--- config.mk ---
export PLATFORM = sky130hd
export DESIGN_NAME = alu_result_bcd
export DESIGN_NICKNAME = d
export VERILOG_FILES = /design/src/rtl/alu_result_bcd.sv
export SDC_FILE = /design/constraint.sdc
export NUM_CORES = 1
export LEC_CHECK = 0
export BUFFER_PORTS_ARGS = -buffer_cell sky130_fd_sc_hd__buf_2
export CORE_MARGIN = 2
export CORE_UTILIZATION = 35
export CTS_CLUSTER_SIZE = 28
export DETAILED_ROUTE_END_ITERATION = 7
export SLEW_MARGIN = 20
export SYNTH_ARGS = -nofsm -noshare
export SYNTH_HDL_FRONTEND = slang
export SYNTH_SLANG_ARGS = --single-unit
--- constraint.sdc ---
create_clock -name clk -period 1.6 [get_ports clk]
set_input_delay 0.08 -clock clk [delete_from_list [all_inputs] [get_ports clk]]
set_output_delay 0.08 -clock clk [all_outputs]
set_load 0.005 [all_outputs]
--- src/rtl/alu_result_bcd.sv ---
// rtl/alu_result_bcd.sv - signed ALU result to sign + packed BCD via sequential double-dabble
module alu_result_bcd #(
  parameter int WIDTH  = 6,
  parameter int DIGITS = 4
) (
  input  logic                  clk,
  input  logic                  rst,
  input  logic                  start,
  input  logic [2*WIDTH-1:0]    result,
  input  logic                  err_in,
  output logic                  busy,
  output logic                  done,
  output logic                  sign,
  output logic                  err,
  output logic [4*DIGITS-1:0]   bcd
);

  localparam int N  = 2 * WIDTH;
  localparam int BW = 4 * DIGITS;
  localparam int CW = $clog2(N + 1);

  typedef enum logic [1:0] {
    IDLE,
    SHIFT,
    FINISH
  } state_t;

  state_t          state;
  state_t          state_nxt;
  logic [N-1:0]    mag;
  logic [N-1:0]    mag_in;
  logic [BW-1:0]   scratch;
  logic [BW-1:0]   scratch_adj;
  logic [CW-1:0]   cnt;
  logic            sign_lat;
  logic            err_lat;

  // Magnitude of the incoming two's-complement value; the most-negative code maps onto itself
  // as an unsigned N-bit number, so no extra bit is needed.
  always_comb begin
    mag_in = result;
    if (result[N-1]) begin
      mag_in = (~result) + N'(1);
    end
  end

  // Add-3 correction applied to every BCD digit of 5 or more before each shift.
  always_comb begin
    scratch_adj = scratch;
    for (int d = 0; d < DIGITS; d++) begin
      if (scratch[4*d +: 4] >= 4'd5) begin
        scratch_adj[4*d +: 4] = scratch[4*d +: 4] + 4'd3;
      end
    end
  end

  // Next-state logic; busy is simply "not idle".
  always_comb begin
    state_nxt = state;
    busy      = (state != IDLE);
    case (state)
      IDLE: begin
        if (start) begin
          state_nxt = err_in ? FINISH : SHIFT;
        end
      end
      SHIFT: begin
        if (cnt == CW'(N - 1)) begin
          state_nxt = FINISH;
        end
      end
      FINISH: begin
        state_nxt = IDLE;
      end
      default: begin
        state_nxt = IDLE;
      end
    endcase
  end

  // State register.
  always_ff @(posedge clk) begin
    if (rst) begin
      state <= IDLE;
    end else begin
      state <= state_nxt;
    end
  end

  // Conversion datapath: capture on accept, shift one bit per edge, publish at FINISH.
  always_ff @(posedge clk) begin
    if (rst) begin
      mag      <= '0;
      scratch  <= '0;
      cnt      <= '0;
      sign_lat <= 1'b0;
      err_lat  <= 1'b0;
      done     <= 1'b0;
      sign     <= 1'b0;
      err      <= 1'b0;
      bcd      <= '0;
    end else begin
      done <= 1'b0;
      case (state)
        IDLE: begin
          if (start) begin
            sign_lat <= result[N-1];
            err_lat  <= err_in;
            mag      <= mag_in;
            scratch  <= '0;
            cnt      <= '0;
          end
        end
        SHIFT: begin
          scratch <= {scratch_adj[BW-2:0], mag[N-1]};
          mag     <= {mag[N-2:0], 1'b0};
          cnt     <= cnt + CW'(1);
        end
        FINISH: begin
          sign <= sign_lat;
          err  <= err_lat;
          bcd  <= err_lat ? '0 : scratch;
          done <= 1'b1;
        end
        default: begin
        end
      endcase
    end
  end

endmodule

# [Word level (Yosys, flattened, before mapping)]
# Index checks and enable logic that the tools add are counted.
# Widths: inputs -> output; s select.
[classes] add_sub_neg=6 order_cmp=4 eq_ne=5 muxes=17 n_bitwise=1 n_reduce_logical=6
[op_table] cell="$mux 16" count=2
[op_table] cell="$pmux 16 s2" count=1
[op_table] cell="$mux 12" count=2
[op_table] cell="$pmux 12 s2" count=1
[op_table] cell="$ge 4x3->1 const B" count=4
[op_table] cell="$mux 4" count=4
[op_table] cell="$add 12x1->12 const B" count=1
[op_table] cell="$add 4x2->4 const B" count=3
[op_table] cell="$not 12->12" count=1
[op_table] cell="$pmux 4 s2" count=1
[op_table] cell="$mux 2" count=3
[op_table] cell="$reduce_and 2->1" count=3
[op_table] cell="$add 4x1->4 const B" count=1
[op_table] cell="$eq 4x4->1 const B" count=1
[op_table] cell="$ne 2x2->1 const B" count=2
[op_table] cell="$pmux 2 s2" count=1
[op_table] cell="$reduce_bool 2->1" count=2
[op_table] cell="$add 3x2->3 const B" count=1
[op_table] cell="$mux 3" count=1
[op_table] cell="$eq 2x1->1 const B" count=1
[op_table] cell="$eq 2x2->1 const B" count=1
[op_table] cell="$logic_not 2->1" count=1
[op_table] cell="$mux 1" count=1
[totals] ff_bits=55 out_inout_bits=20 elab_cells=49

# [Logic depth before layout (Yosys ltp)]
[logic_depth] depth_word=5 mapped_depth=7 ltp_nobuf=7

# [Worst setup path before layout]
# OpenSTA, ideal clock, no wires.
[synth_timing] path_kind="register to register" from="register scratch[1]" to="register scratch[2]" setup_ns=0.117 arrival_ns=1.240 slack_ns=0.243 stages_incl_launch_ff=7 path_cell_list="dfxtp_1 inv_1 ha_1 nand2b_1 a21oi_1 o21ai_0 a22o_1"
[synth_between] elab_chain_cells=3
[synth_lines] item="from (decl)" line="32" source="logic [BW-1:0] scratch;"
[synth_lines] item="from (signal assigned)" line="115" source="scratch <= {scratch_adj[BW-2:0], mag[N-1]};"
[synth_lines] item="$add 4x2->4 / $ge 4x3->1 (equally long branches)" line="52, 51"
[synth_lines] item="$mux 4 (*)" line="51" source="if (scratch[4*d +: 4] >= 4'd5) begin"
[synth_lines] item="$pmux 16 s2 (*)" line="104" source="case (state)"
# Every way passes the cells marked *; elsewhere a longest branch is shown, timed or not.
# A chain may end at the register's enable or synchronous reset.

# [Worst setup path after layout]
[layout_timing] from="register state[1]" to="register mag[9]"
[layout_between] elab_chain_cells=3
[layout_lines] item="from (decl)" line="28" source="state_t state;"
[layout_lines] item="from (signal assigned)" line="86" source="state <= state_nxt;"
[layout_lines] item="$eq 2x1->1 / $logic_not 2->1 (equally long branches)" line="104"
[layout_lines] item="$reduce_bool 2->1 (no source line) / $ne 2x2->1 (equally long branches)"
[layout_lines] item="$reduce_and 2->1 (no source line)"
[layout_lines] item="to (signal assigned)" line="109" source="mag <= mag_in;"
[layout_lines] item="to (signal assigned)" line="116" source="mag <= {mag[N-2:0], 1'b0};"
[layout_lines] item="to (decl)" line="30" source="logic [N-1:0] mag;"
# Parallel ways exist; a longest one is shown, timed or not.

==> implementation parameters <==
Parameter                              Value

Outcome
  Result of the run    complete, no violations

Clock tree
  Clock root buffer    sky130_fd_sc_hd__clkbuf_8
  Number of buffers created by CTS    5
  Clock-pin transition on the worst setup and hold timing paths    0.09 ns
  Sinks on the clock net    55
  H-Tree Level Count    2
  CTS tree    built
  Clock insertion delay at the later pin of the skew report    ~0.31 ns
  Clock tree buffer depth    2

Placement
  Placed standard-cell area    0.00296 mm2
  Pre-CTS setup slack    about 0.14 ns
  Port Buf Inserts    35
  RD Place Congestion    just under 0.8
  Sum of net half-perimeters after detailed placement    4.03 mm

Synthesis
  Number of warning messages in the yosys log    0
  Mapped Area    between 0.002 and 0.003 mm2
  Number of unique standard cell types used by synthesis    40
  Number of instances in the synthesized netlist    between 300 and 400
  Prevailing post-synth register cell    sky130_fd_sc_hd__dfxtp_1
  Synth Net Count    between 300 and 400
  Async set-reset flop share out of synthesis    0%
  Number of flops mapped to enable cells by yosys    0
  Flip-flop and latch count after synthesis    55
  Synthesized area per cell    between 8 and 9 um2
  Register area share after synthesis    41.6%

Final layout
  Area Growth Syn to Fin    16.1%
  Count of inserted antenna diode cells    0
  Layout cells sized above 1    between 20% and 30%
  Net count reported at finish    382
  Post-layout instance area    roughly 0.0031 mm2
  Commonest non-fill, non-tap cell in the layout    sky130_fd_sc_hd__dfxtp_1
  Commonest non-fill, non-tap cells in the layout    55 x sky130_fd_sc_hd__dfxtp_1, 41 x sky130_fd_sc_hd__a21oi_1, 37 x sky130_fd_sc_hd__nor2_1, 35 x sky130_fd_sc_hd__buf_2, 22 x sky130_fd_sc_hd__nand2_1
  Final Util    between 40% and 50%

Timing
  Summed negative setup slack over all endpoints    0 ns
  Final Hold Fails    0
  Period minus WS final    ~1.5 ns
  Pin slew with the least headroom to its limit    around 0.44 ns
  Final setup slack of the worst path    0.144 ns
  Clock Skew    between 0.004 and 0.005 ns
  Max Clk Rate    about 700 MHz
  Slew Limit Headroom    70.3%
  Setup repair after global routing missed its margin    false
  Setup Viol. Count Final    0
  Final period util    slightly above 90%
  Final Max Slew Viols    0

Pwr
  Post-route total power    around 2.6 mW
  Peak supply drop    about 0.36 mV
  Pwr dens    between 800 and 900 mW/mm2
  Leakage power total    around 1.2 nW

Worst setup path
  Origin of the worst setup path    state[1]$_SDFFE_PP0P_
  Type of destination of the critical path    flop
  Critical register-to-register path endpoint    mag[9]$_SDFFE_PP0P_
  Crit Path Class    reg2reg
  Launch point of the worst reg-to-reg path    state[1]$_SDFFE_PP0P_
  Critical path data required time    between 1.5 and 2 ns
  Number of cell instances on the worst register-to-register path    5
  CP max FO    19
  Setup slack of the worst register-to-register path    ~0.14 ns
  Arrival time at the worst endpoint    around 1.7 ns
  Critical Path Source Type    flop

Min path
  End point of the worst hold path    err_lat$_SDFFE_PP0P_
  WHS Path Cells    3
  Type of the worst min-delay path    in2reg
  Hold path startpoint    err_in

GRT
  Via count of the first global-routing pass    2179
  First-pass GRT wire length    between 10 and 15 mm
  Grt ovf    0
  Initial antenna violation count    0
  Overall Global Routing Usage    around 15%
  Maximum number of pins on one net before global-route repair    22

Floorplanning
  Placeable core region    between 0.007 and 0.008 mm2
  Top Ports    36
  Row count    31
  Initial cell density of the core    between 30 and 40%
  Chip Width    just over 90 um
  Die area    0.00828 mm2
  Die Height    ~90 um

Run
  Max-cap check violation count    0

Routing
  DRC violation count after routing    0
  Number of vias in the routed layout    2226
  Remaining number of nets flagged by the antenna check after routing    0
  Iteration-0 DRC count of the detailed router    74
  Number of detailed-routing iterations run before antenna repair    4
  Final routed wirelength across all metal layers    roughly 5.6 mm
  Mean number of vias per cell    4.89
  Wirelength per Cell    12.4 um
[what timing repair did]
item | 4_1_cts | 5_1_grt
hold buffers | 0 | 0
endpoints found under the setup margin | 0 | 9
resized for setup | 0 | 4
setup buffers | 0 | 1
[logic make-up after synthesis]
family / count (synthesis) / synth area share (%)
xor gates and xnor gates: 14 / 4.63
adders and majority gates: 10 / 4.73
DFF: 55 / 41.6
and+or+nand+nor: 113 / 22.4
muxes: 3 / 1.13
buffers and inverters: 31 / 6.14
AOI/OAI and AO/OA: 87 / 19.4
[report_power, final]
group	internal [mW]	total, mW	switching, mW	leakage [nW]
Combinational	0.140	0.351	0.211	0.724
Clock	0.341	0.783	0.442	0.0470
Sequential	1.41	1.43	0.0266	0.445
Total	1.89	2.57	0.680	1.22
[synth_stat cells, types with 2 or more instances]
master,instances,area share (%)
sky130_fd_sc_hd__nor2b_1,3,0.71
sky130_fd_sc_hd__nand3_1,9,1.7
sky130_fd_sc_hd__a21oi_1,45,8.5
sky130_fd_sc_hd__xnor2_1,9,3.0
sky130_fd_sc_hd__a41oi_1,2,0.66
sky130_fd_sc_hd__nor2_1,37,5.2
sky130_fd_sc_hd__nor3b_1,8,2.3
sky130_fd_sc_hd__xor2_1,5,1.7
sky130_fd_sc_hd__nor3_1,16,3.0
sky130_fd_sc_hd__buf_6,3,1.3
sky130_fd_sc_hd__a31oi_1,3,0.71
sky130_fd_sc_hd__inv_1,14,2.0
sky130_fd_sc_hd__a22o_1,8,2.6
sky130_fd_sc_hd__clkbuf_1,6,0.85
sky130_fd_sc_hd__a22oi_1,10,2.8
sky130_fd_sc_hd__buf_2,4,0.76
sky130_fd_sc_hd__mux2i_1,3,1.1
sky130_fd_sc_hd__nand2_1,22,3.1
sky130_fd_sc_hd__nand2b_1,8,1.9
sky130_fd_sc_hd__dfxtp_1,55,42
sky130_fd_sc_hd__ha_1,10,4.7
sky130_fd_sc_hd__o21ai_0,14,2.6
sky130_fd_sc_hd__buf_4,2,0.57
[worst max-delay path, stage by stage, from the launching register on]
cell,delay (ns)
sky130_fd_sc_hd__dfxtp_1,0.40
sky130_fd_sc_hd__nor3b_4,0.33
sky130_fd_sc_hd__nor2_4,0.17
sky130_fd_sc_hd__a22o_1,0.21
sky130_fd_sc_hd__a41oi_1,0.16
sky130_fd_sc_hd__a21oi_1,0.08
[through the flow]
step	hold slack, ns	instances
2_1_floorplan	0.216	313
3_3_place_gp	0.357	447
3_5_place_dp	0.357	447
4_1_cts	0.0209	454
5_1_grt	0.0384	455
6_report	0.0281	455
[state kept, by name, indices dropped and copies added, names as in the netlist]
signal and count:
bcd 16, sign 1, done 1, cnt 4
sign_lat 1, err 1, state 2, err_lat 1
scratch 16, mag 12
[worst max path at each step]
stage                         endpoint  cells past startpoint
2_1_floorplan  scratch[2]$_SDFFE_PP0P_                      6
3_3_place_gp   scratch[2]$_SDFFE_PP0P_                      6
3_5_place_dp   scratch[6]$_SDFFE_PP0P_                      6
4_1_cts        scratch[6]$_SDFFE_PP0P_                      6
5_1_grt            mag[9]$_SDFFE_PP0P_                      5
6_report           mag[9]$_SDFFE_PP0P_                      5
[layout make-up]
type	count	area (um2)
Inverter	14	52.6
Fill cell	795	4220
Tap cell	99	124
Clock inverter	1	5.00
Clock buffer	6	82.6
Timing Repair Buffer	53	310
Sequential cell	55	1100
Multi-Input combinational cell	227	1400
[layer usage]
metal | share of wire, % | routed length [um] | global-route usage (%) | vias up
li1 | - | - | - | 1169
met1 | 51 | 2870 | 19.2 | 1006
met2 | 44 | 2500 | 24.1 | 43
met3 | 3.3 | 187 | 2.24 | 8
met4 | 1.6 | 90 | 5.30 | 0
met5 | 0 | 0 | 0 | -
(Power assumes the default switching activity.)
